**config.mk**
```make
export PLATFORM = sky130hd
export DESIGN_NAME = mem_arbiter
export DESIGN_NICKNAME = d
export VERILOG_FILES = /design/src/rtl/mem_arb_pkg.sv /design/src/rtl/mem_arb_grant.sv /design/src/rtl/mem_arbiter.sv
export SDC_FILE = /design/constraint.sdc
export NUM_CORES = 1
export LEC_CHECK = 0
export ABC_AREA = 1
export BUFFER_PORTS_ARGS = -buffer_cell sky130_fd_sc_hd__buf_2
export CAP_MARGIN = 20
export CORE_AREA = 2 2 112 114
export CTS_CLUSTER_DIAMETER = 60
export CTS_CLUSTER_SIZE = 24
export DETAILED_ROUTE_END_ITERATION = 10
export DIE_AREA = 0 0 114 116
export PLACE_DENSITY = 0.76
export SLEW_MARGIN = 15
export SYNTH_ARGS = -nofsm -noshare
export SYNTH_HDL_FRONTEND = slang
export SYNTH_SLANG_ARGS = --single-unit
```
**constraint.sdc**
```tcl
create_clock -name clock -period 3.9 [get_ports clock]
set_clock_uncertainty 0.05 [all_clocks]
set_input_delay 0 -clock clock [delete_from_list [all_inputs] [get_ports clock]]
set_output_delay 0 -clock clock [all_outputs]
set_load 0.01 [all_outputs]
```
**src/rtl/mem_arb_pkg.sv**
```systemverilog
// mem_arb_pkg: FSM states, requester ids and counter width shared by the
// memory arbiter and its grant logic.
package mem_arb_pkg;

   typedef enum logic [1:0] {IDLE, WAIT, ACCESS, RESP} state_t;

   localparam logic REQ_IF = 1'b0;
   localparam logic REQ_LS = 1'b1;

   localparam int LAT_W = 4;

endpackage

```
**src/rtl/mem_arb_grant.sv**
```systemverilog
// mem_arb_grant: picks the winner between IFU and LSU requests.
// Build option MEM_ARB_RR_EN: round-robin on ties, otherwise fixed LSU priority.
module mem_arb_grant
   import mem_arb_pkg::*;
(
   input  logic clock,
   input  logic reset,
   input  logic if_valid,
   input  logic ls_valid,
   input  logic take,      // a request handshake completes this cycle
   output logic gnt_if,
   output logic gnt_ls
);

   logic winner;

`ifdef MEM_ARB_RR_EN
   logic last_q;

   // Remember who won the most recent handshake; reset so the LSU wins the first tie.
   always_ff @(posedge clock or posedge reset) begin
      if (reset)     last_q <= REQ_IF;
      else if (take) last_q <= winner;
   end

   // A tie goes to whichever requester was not granted last.
   always_comb begin
      winner = REQ_IF;
      if (if_valid && ls_valid) winner = (last_q == REQ_IF) ? REQ_LS : REQ_IF;
      else if (ls_valid)        winner = REQ_LS;
   end
`else
   logic unused_seq;
   assign unused_seq = ^{clock, reset, take};

   // Fixed priority: the LSU always beats the IFU.
   always_comb begin
      winner = ls_valid ? REQ_LS : REQ_IF;
   end
`endif

   assign gnt_if = if_valid && (winner == REQ_IF);
   assign gnt_ls = ls_valid && (winner == REQ_LS);

endmodule

```
**src/rtl/mem_arbiter.sv**
```systemverilog
// mem_arbiter: shares one single-ported memory between IFU and LSU, one
// transaction in flight, memory strobe LAT cycles after acceptance.
// Build option MEM_ARB_RR_EN selects round-robin arbitration on ties.
module mem_arbiter
   import mem_arb_pkg::*;
#(
   parameter int ADDR_W = 32,
   parameter int DATA_W = 32,
   parameter int LAT    = 1
) (
   input  logic                clock,
   input  logic                reset,
   input  logic                if_req_valid,
   output logic                if_req_ready,
   input  logic [ADDR_W-1:0]   if_req_addr,
   output logic                if_resp_valid,
   input  logic                if_resp_ready,
   output logic [DATA_W-1:0]   if_resp_rdata,
   input  logic                ls_req_valid,
   output logic                ls_req_ready,
   input  logic                ls_req_wr,
   input  logic [ADDR_W-1:0]   ls_req_addr,
   input  logic [DATA_W-1:0]   ls_req_wdata,
   input  logic [DATA_W/8-1:0] ls_req_wstrb,
   output logic                ls_resp_valid,
   input  logic                ls_resp_ready,
   output logic [DATA_W-1:0]   ls_resp_rdata,
   output logic                mem_en,
   output logic                mem_wr,
   output logic [ADDR_W-1:0]   mem_addr,
   output logic [DATA_W-1:0]   mem_wdata,
   output logic [DATA_W/8-1:0] mem_wstrb,
   input  logic [DATA_W-1:0]   mem_rdata
);

   localparam int STRB_W = DATA_W / 8;
   // WAIT covers LAT-1 cycles, so the counter starts at LAT-2 and exits at 0.
   localparam logic [LAT_W-1:0] CNT_INIT = (LAT > 1) ? LAT_W'(LAT - 2) : '0;

   typedef struct packed {
      logic              owner;
      logic              wr;
      logic [ADDR_W-1:0] addr;
      logic [DATA_W-1:0] wdata;
      logic [STRB_W-1:0] wstrb;
   } req_t;

   state_t            state_q, state_d;
   logic [LAT_W-1:0]  cnt_q;
   req_t              req_q;
   logic [DATA_W-1:0] resp_q;
   logic              gnt_if, gnt_ls, idle, take_if, take_ls, take, resp_take;

   mem_arb_grant u_grant (
      .clock    (clock),
      .reset    (reset),
      .if_valid (if_req_valid),
      .ls_valid (ls_req_valid),
      .take     (take),
      .gnt_if   (gnt_if),
      .gnt_ls   (gnt_ls)
   );

   // Ready only in IDLE and never while reset is held.
   assign idle         = (state_q == IDLE) && !reset;
   assign if_req_ready = idle && gnt_if;
   assign ls_req_ready = idle && gnt_ls;
   assign take_if      = if_req_valid && if_req_ready;
   assign take_ls      = ls_req_valid && ls_req_ready;
   assign take         = take_if || take_ls;
   assign resp_take    = (req_q.owner == REQ_LS) ? ls_resp_ready : if_resp_ready;

   assign mem_addr      = req_q.addr;
   assign mem_wdata     = req_q.wdata;
   assign if_resp_rdata = resp_q;
   assign ls_resp_rdata = resp_q;

   // Next state plus strobe/response-valid decode.
   always_comb begin
      state_d       = state_q;
      mem_en        = 1'b0;
      mem_wr        = 1'b0;
      mem_wstrb     = '0;
      if_resp_valid = 1'b0;
      ls_resp_valid = 1'b0;
      case (state_q)
         IDLE:   if (take) state_d = (LAT > 1) ? WAIT : ACCESS;
         WAIT:   if (cnt_q == '0) state_d = ACCESS;
         ACCESS: begin
            mem_en    = 1'b1;
            mem_wr    = req_q.wr;
            mem_wstrb = req_q.wstrb;
            state_d   = RESP;
         end
         RESP: begin
            if_resp_valid = (req_q.owner == REQ_IF);
            ls_resp_valid = (req_q.owner == REQ_LS);
            if (resp_take) state_d = IDLE;
         end
         default: state_d = IDLE;
      endcase
   end

   // State register; reset drops any in-flight transaction immediately.
   always_ff @(posedge clock or posedge reset) begin
      if (reset) state_q <= IDLE;
      else       state_q <= state_d;
   end

   // Latency counter: loaded at acceptance, counts down through WAIT.
   always_ff @(posedge clock or posedge reset) begin
      if (reset)                                cnt_q <= '0;
      else if (take)                            cnt_q <= CNT_INIT;
      else if (state_q == WAIT && cnt_q != '0)  cnt_q <= cnt_q - LAT_W'(1);
   end

   // Capture the accepted request; fetches are always reads with no strobes.
   always_ff @(posedge clock or posedge reset) begin
      if (reset) begin
         req_q <= '0;
      end else if (take) begin
         req_q.owner <= take_ls ? REQ_LS : REQ_IF;
         req_q.wr    <= take_ls && ls_req_wr;
         req_q.addr  <= take_ls ? ls_req_addr : if_req_addr;
         req_q.wdata <= take_ls ? ls_req_wdata : '0;
         req_q.wstrb <= take_ls ? ls_req_wstrb : '0;
      end
   end

   // Response register: read data sampled in ACCESS, zero for store acks.
   always_ff @(posedge clock or posedge reset) begin
      if (reset)                  resp_q <= '0;
      else if (state_q == ACCESS) resp_q <= req_q.wr ? '0 : mem_rdata;
   end

endmodule

```
Word-level counts from Yosys, hierarchy flattened --
Index checks and enable logic that the tools add are counted.
Operators by class: add/sub/neg operators 1, multiply operators 0, divide/modulo/power cells 0, magnitude comparators 0, eq/ne operators 6, shifts and indexed selects 0, multiplexer cells 18, bitwise operators 2, reduce and logical (&&, ||, !) cells 16
Operator list (number):
- 32-bit two-way mux | 3
- 4-bit two-way mux | 4
- 1-bit logical AND | 9
- 2-bit case mux with 4 select lines | 1
- 1-bit two-way mux | 7
- 2-bit two-way mux | 3
- 2-bit != test (second input constant) | 3
- 2-bit equality test (second input constant) | 2
- 4-bit logical NOT | 1
- 4-bit nonzero test | 1
- 4-bit by 1-bit subtractor with 4-bit output (second input constant) | 1
- 3-bit AND reduction | 1
- 2-bit by 1-bit equality test with 1-bit output (second input constant) | 1
- 2-bit logical NOT | 1
- 1-bit NOT | 2
- 2-bit nonzero test | 1
- 1-bit logical NOT | 1
- 1-bit logical OR | 1
Storage, ports and cells: register bits after elaboration 108, latch bits 0, memory bits (writable) 0, bits in read-only memories 0, input port bits 139, word-level logic and storage cells 51, memories kept 0

Depth between registers and ports, before layout --
depth after elaboration 8, mapped depth 8

Hierarchy --
From an unflattened synthesis, not the netlist that was laid out.
Unflattened totals: cell total of the unflattened synthesis 730, area, all modules 5632.9 sq um
By module, submodules not included:
- mem_arbiter | instances 1, cells each 727, area each 5615.4 sq um, sequential area each 2702.6 sq um
- mem_arb_grant | instances 1, cells each 3, area each 17.5 sq um, sequential area each 0.0 sq um

Worst setup path after synthesis --
OpenSTA, ideal clock, no wires.
path type input to register, start point input reset, end point register req_q (netlist bit mem_addr[10]), arrival 3.168 ns, data required time 3.784 ns, slack 0.616 ns, stages 6, path through inv_1 -> o211ai_4 -> inv_2 -> buf_2 -> nand2_1 -> nand2_1
On the way: longest elaborated chain between the ends 5, elaborated cells on any way between the ends 8, those cells by class mux: 1; reduce/logical: 7
Ends and longest elaborated chain:
- from (decl) | RTL line mem_arbiter.sv:12 | input logic reset,
- 1-bit logical NOT (no source line) (*)
- 1-bit logical AND (*) | RTL line mem_arbiter.sv:65 | assign idle = (state_q == IDLE) && !reset;
- 1-bit logical AND, on equally long branches | RTL line mem_arbiter.sv:67, mem_arbiter.sv:66
- 1-bit logical AND, on equally long branches | RTL line mem_arbiter.sv:69, mem_arbiter.sv:68
- 32-bit two-way mux or 1-bit logical OR (tied branches) | RTL line mem_arbiter.sv:124, mem_arbiter.sv:70
- to (decl) | RTL line mem_arbiter.sv:50 | req_t req_q;
Mark *: on every way between the ends. The rest lies on a longest branch, timed or not. A chain may end at the register's enable or synchronous reset.

Worst setup path after layout --
start point input reset, end point register req_q (netlist bit mem_addr[31])
Same word-level chain as after synthesis.

==> results.toml <==
[setup_path]
cp.depth = 11
arrival_ns = 3.36
r2r-end = "mem_addr[31]$_DFFE_PP0P_"
worstReg2RegStart = "state_q[0]$_DFFE_PP0P_"
criticalPathCategory = "input port to flip-flop"
startpoint_type = "input port"
worstPathCellList = "dlygate4sd3_1 -> buf_2 -> inv_4 -> nand3_4 -> inv_2 -> buf_4 -> nand2_1 -> nand2_1 -> dlygate4sd3_1 -> nand2_1 -> nand2_1"
reg2regPathDepth = 9
crit_slowest_cell = "dlygate4sd3_1"
startpoint = "reset"
crit_path_max_incr_delay_ns = 0.57
cp-end-kind = "flip-flop"
reg2reg_setup_slack_ns = 0.93
critPathCapture = "mem_addr[31]$_DFFE_PP0P_"
required_ns = 4.13
cp_top_family = "buffers and inverters"
cpMostUsedCell = "nand2_1"
cp_max_fo = 41
path_buf_inv = 6

[clock_tree]
ctsResizeCount = 0
clk_path_buf_depth = 2
cts_tree = "done"
clkLatencyLatePin_ns = 0.34
clock_sinks = 108
clk_pin_slew_ns = 0.08
cts_max_level = 3
cts_buffers = 9
cts_root_buf = "clkbuf_16"
post_cts_buffers = 0

[logic_synthesis]
muxShareOfSynthArea_pct = 0
synth_top_family_by_area = "simple AND/OR/NAND/NOR gates"
ys_warn_count = 0
postSynthCellCount = 690
yosysTopAreaCellShare_pct = 49.93
synth_xor_area_share_pct = 0.1618
synth_edf_count = 0
synth_area_mm2 = 0.005413
syn_nets = 831
ys.flop_type = "dfrtp_1"
synth.area.top_cells = "dfrtp_1 (50%), nand2_1 (26%), buf_4 (14%)"
ys_ff_latch = 108
yosys.area_share.simple_pct = 31.00
synth.most_common_cell = "nand2_1"
avgSynthCellArea_um2 = 7.844
synth_top_cell_by_area = "dfrtp_1"
ys_types = 18
synth_fa_ha_area_share_pct = 0.4623
synth_compound_area_share_pct = 1.133
synth-seq-area-share_pct = 49.93
synth_async_sr_flop_share_pct = 100.0
synthTopCellsByCount = "nand2_1 (370), dfrtp_1 (108), buf_4 (100), nand3_1 (38), buf_2 (17)"

[placement]
port_buffers = 276
place_congestion = 0.7832
hpwl_mm = 9.600

[outcome]
status = "completed"

[detailed_routing]
vias = 5392
firstDrtPassIters = 5
first_iter_violations = 268
wl_mm = 16.31
via_per_inst = 4.709
routedWlPerCell_um = 14.24
drtAntennaViolNets = 0
drc_errors = 0

[sta]
slew_headroom_pct = 34.87
tns_ns = 0
fmax_mhz = 319.3
rsz0062_at_grt = "no"
hold_viol = 0
period_share_pct = 80.30
finalSetupViolations = 0
maxSlewViolCount = 0
min_period_ns = 3.132
tightest_slew_ns = 0.9710

[global_routing]
grt_overflow_total = 0
grt_max_degree = 72
grt_antenna_before_repair = 0
grt_pass1_vias = 5187
grtUsageTotal_pct = 24.09
grt_pass1_wl_mm = 24.96

[min_path]
hp-class = "input port to flip-flop"
hp-start = "if_req_valid"

[floorplanning]
die_w_um = 114
placementRows = 40
die_y_um = 116
dieArea_mm2 = 0.01322
io_pins = 277
core_area_mm2 = 0.01191
initial_core_util_pct = 45.44

[finish]
area_growth_pct = 44.48
num-nets-final = 1134
drive_gt1_share_pct = 30.46
antenna-diode-count = 0

[power]
power.density_mw_per_mm2 = 637.9
p_leak_uw = 0.004588
ir_drop_v = 0.0002909
totalPowerFinal_uw = 4988

[job]
cap_violations = 0
placed cells by master (no fill, tap or decap), types with 5 or more instances in the layout:
cell,n
nand2_1,370
buf_2,276
dlygate4sd3_1,137
dfrtp_1,108
nand3_1,38
nor2_1,14
inv_1,13
clkbuf_16,9
o21ai_0,7
buf_4,5
metal layers:
metal / track usage [%] / wire, µm / vias up
met1: 27.57 / 6340 / 2500
met3: 5.544 / 1230 / 24
met4: 9.268 / 354 / 0
met2: 43.89 / 8380 / 264
li1: - / - / 2604
met5: 0 / 0 / -
cell type report:
type                    instances  area [µm²]
well taps                     147       183.9
repair buffers                418        2790
multi-input cells             438        1773
clock buffers                  10       229.0
flip-flops and latches        108        2703
fillers                       939        4091
inverters                      18       70.07
clock inverters                 6       71.32
sequential cells by signal, summed over array words and instances (netlist names):
signal and count:
mem_wdata 32, cnt_q 4, if_resp_rdata 32, req_q 6
state_q 2, mem_addr 32
worst min-delay path by stage:
| stage | slack (ns) | to | cells after the start |
|---|---|---|---|
| 4_1_cts | 0.04 | req_q[69]$_DFFE_PP0P_ | 6 |
| 3_3_place_gp | 0.04 | req_q[68]$_DFFE_PP0P_ | 2 |
| 2_1_floorplan | 0.07 | mem_wdata[0]$_DFFE_PP0P_ | 2 |
| 5_1_grt | 0.07 | req_q[69]$_DFFE_PP0P_ | 6 |
| 3_5_place_dp | 0.04 | req_q[68]$_DFFE_PP0P_ | 2 |
| 6_report | 0.06 | req_q[69]$_DFFE_PP0P_ | 6 |
where the power goes:
part	leakage, µW	internal, µW	switching, µW
Combinational	0.00307	883	1300
Clock	0.000140	505	422
Sequential	0.00138	1590	297
tightest hold or removal path, cell delays in order:
cell     delay [ns]
buf_2          0.12
inv_1          0.05
nor2_1         0.03
nand3_1        0.05
inv_1          0.04
a21oi_1        0.10
repair_timing:
item,in CTS,in global routing
endpoints found under the setup margin,0,0
endpoints found under the hold margin,140,0
hold buffers,137,0
per-stage QoR:
step	hold WS (ns)	cell area [µm²]	util, %	instances	setup WS [ns]
after detailed placement	0.04340	6148	51.62	992	1.545
after global placement	0.03724	6148	51.62	992	1.556
after global routing	0.07065	7820	65.65	1145	0.4881
after floorplan	0.06660	5413	-	690	0.6165
final	0.05546	7820	65.65	1145	0.7682
after CTS	0.04494	7820	65.65	1145	0.7964
kinds of logic after synthesis:
| logic type | Yosys count |
|---|---|
| xor gates and xnor gates | 1 |
| DFF | 108 |
| and+or+nand+nor | 426 |
| AOI/OAI and AO/OA | 9 |
| buffers and inverters | 144 |
| adders and majority gates | 2 |
Power figures use the tool's default switching activity.
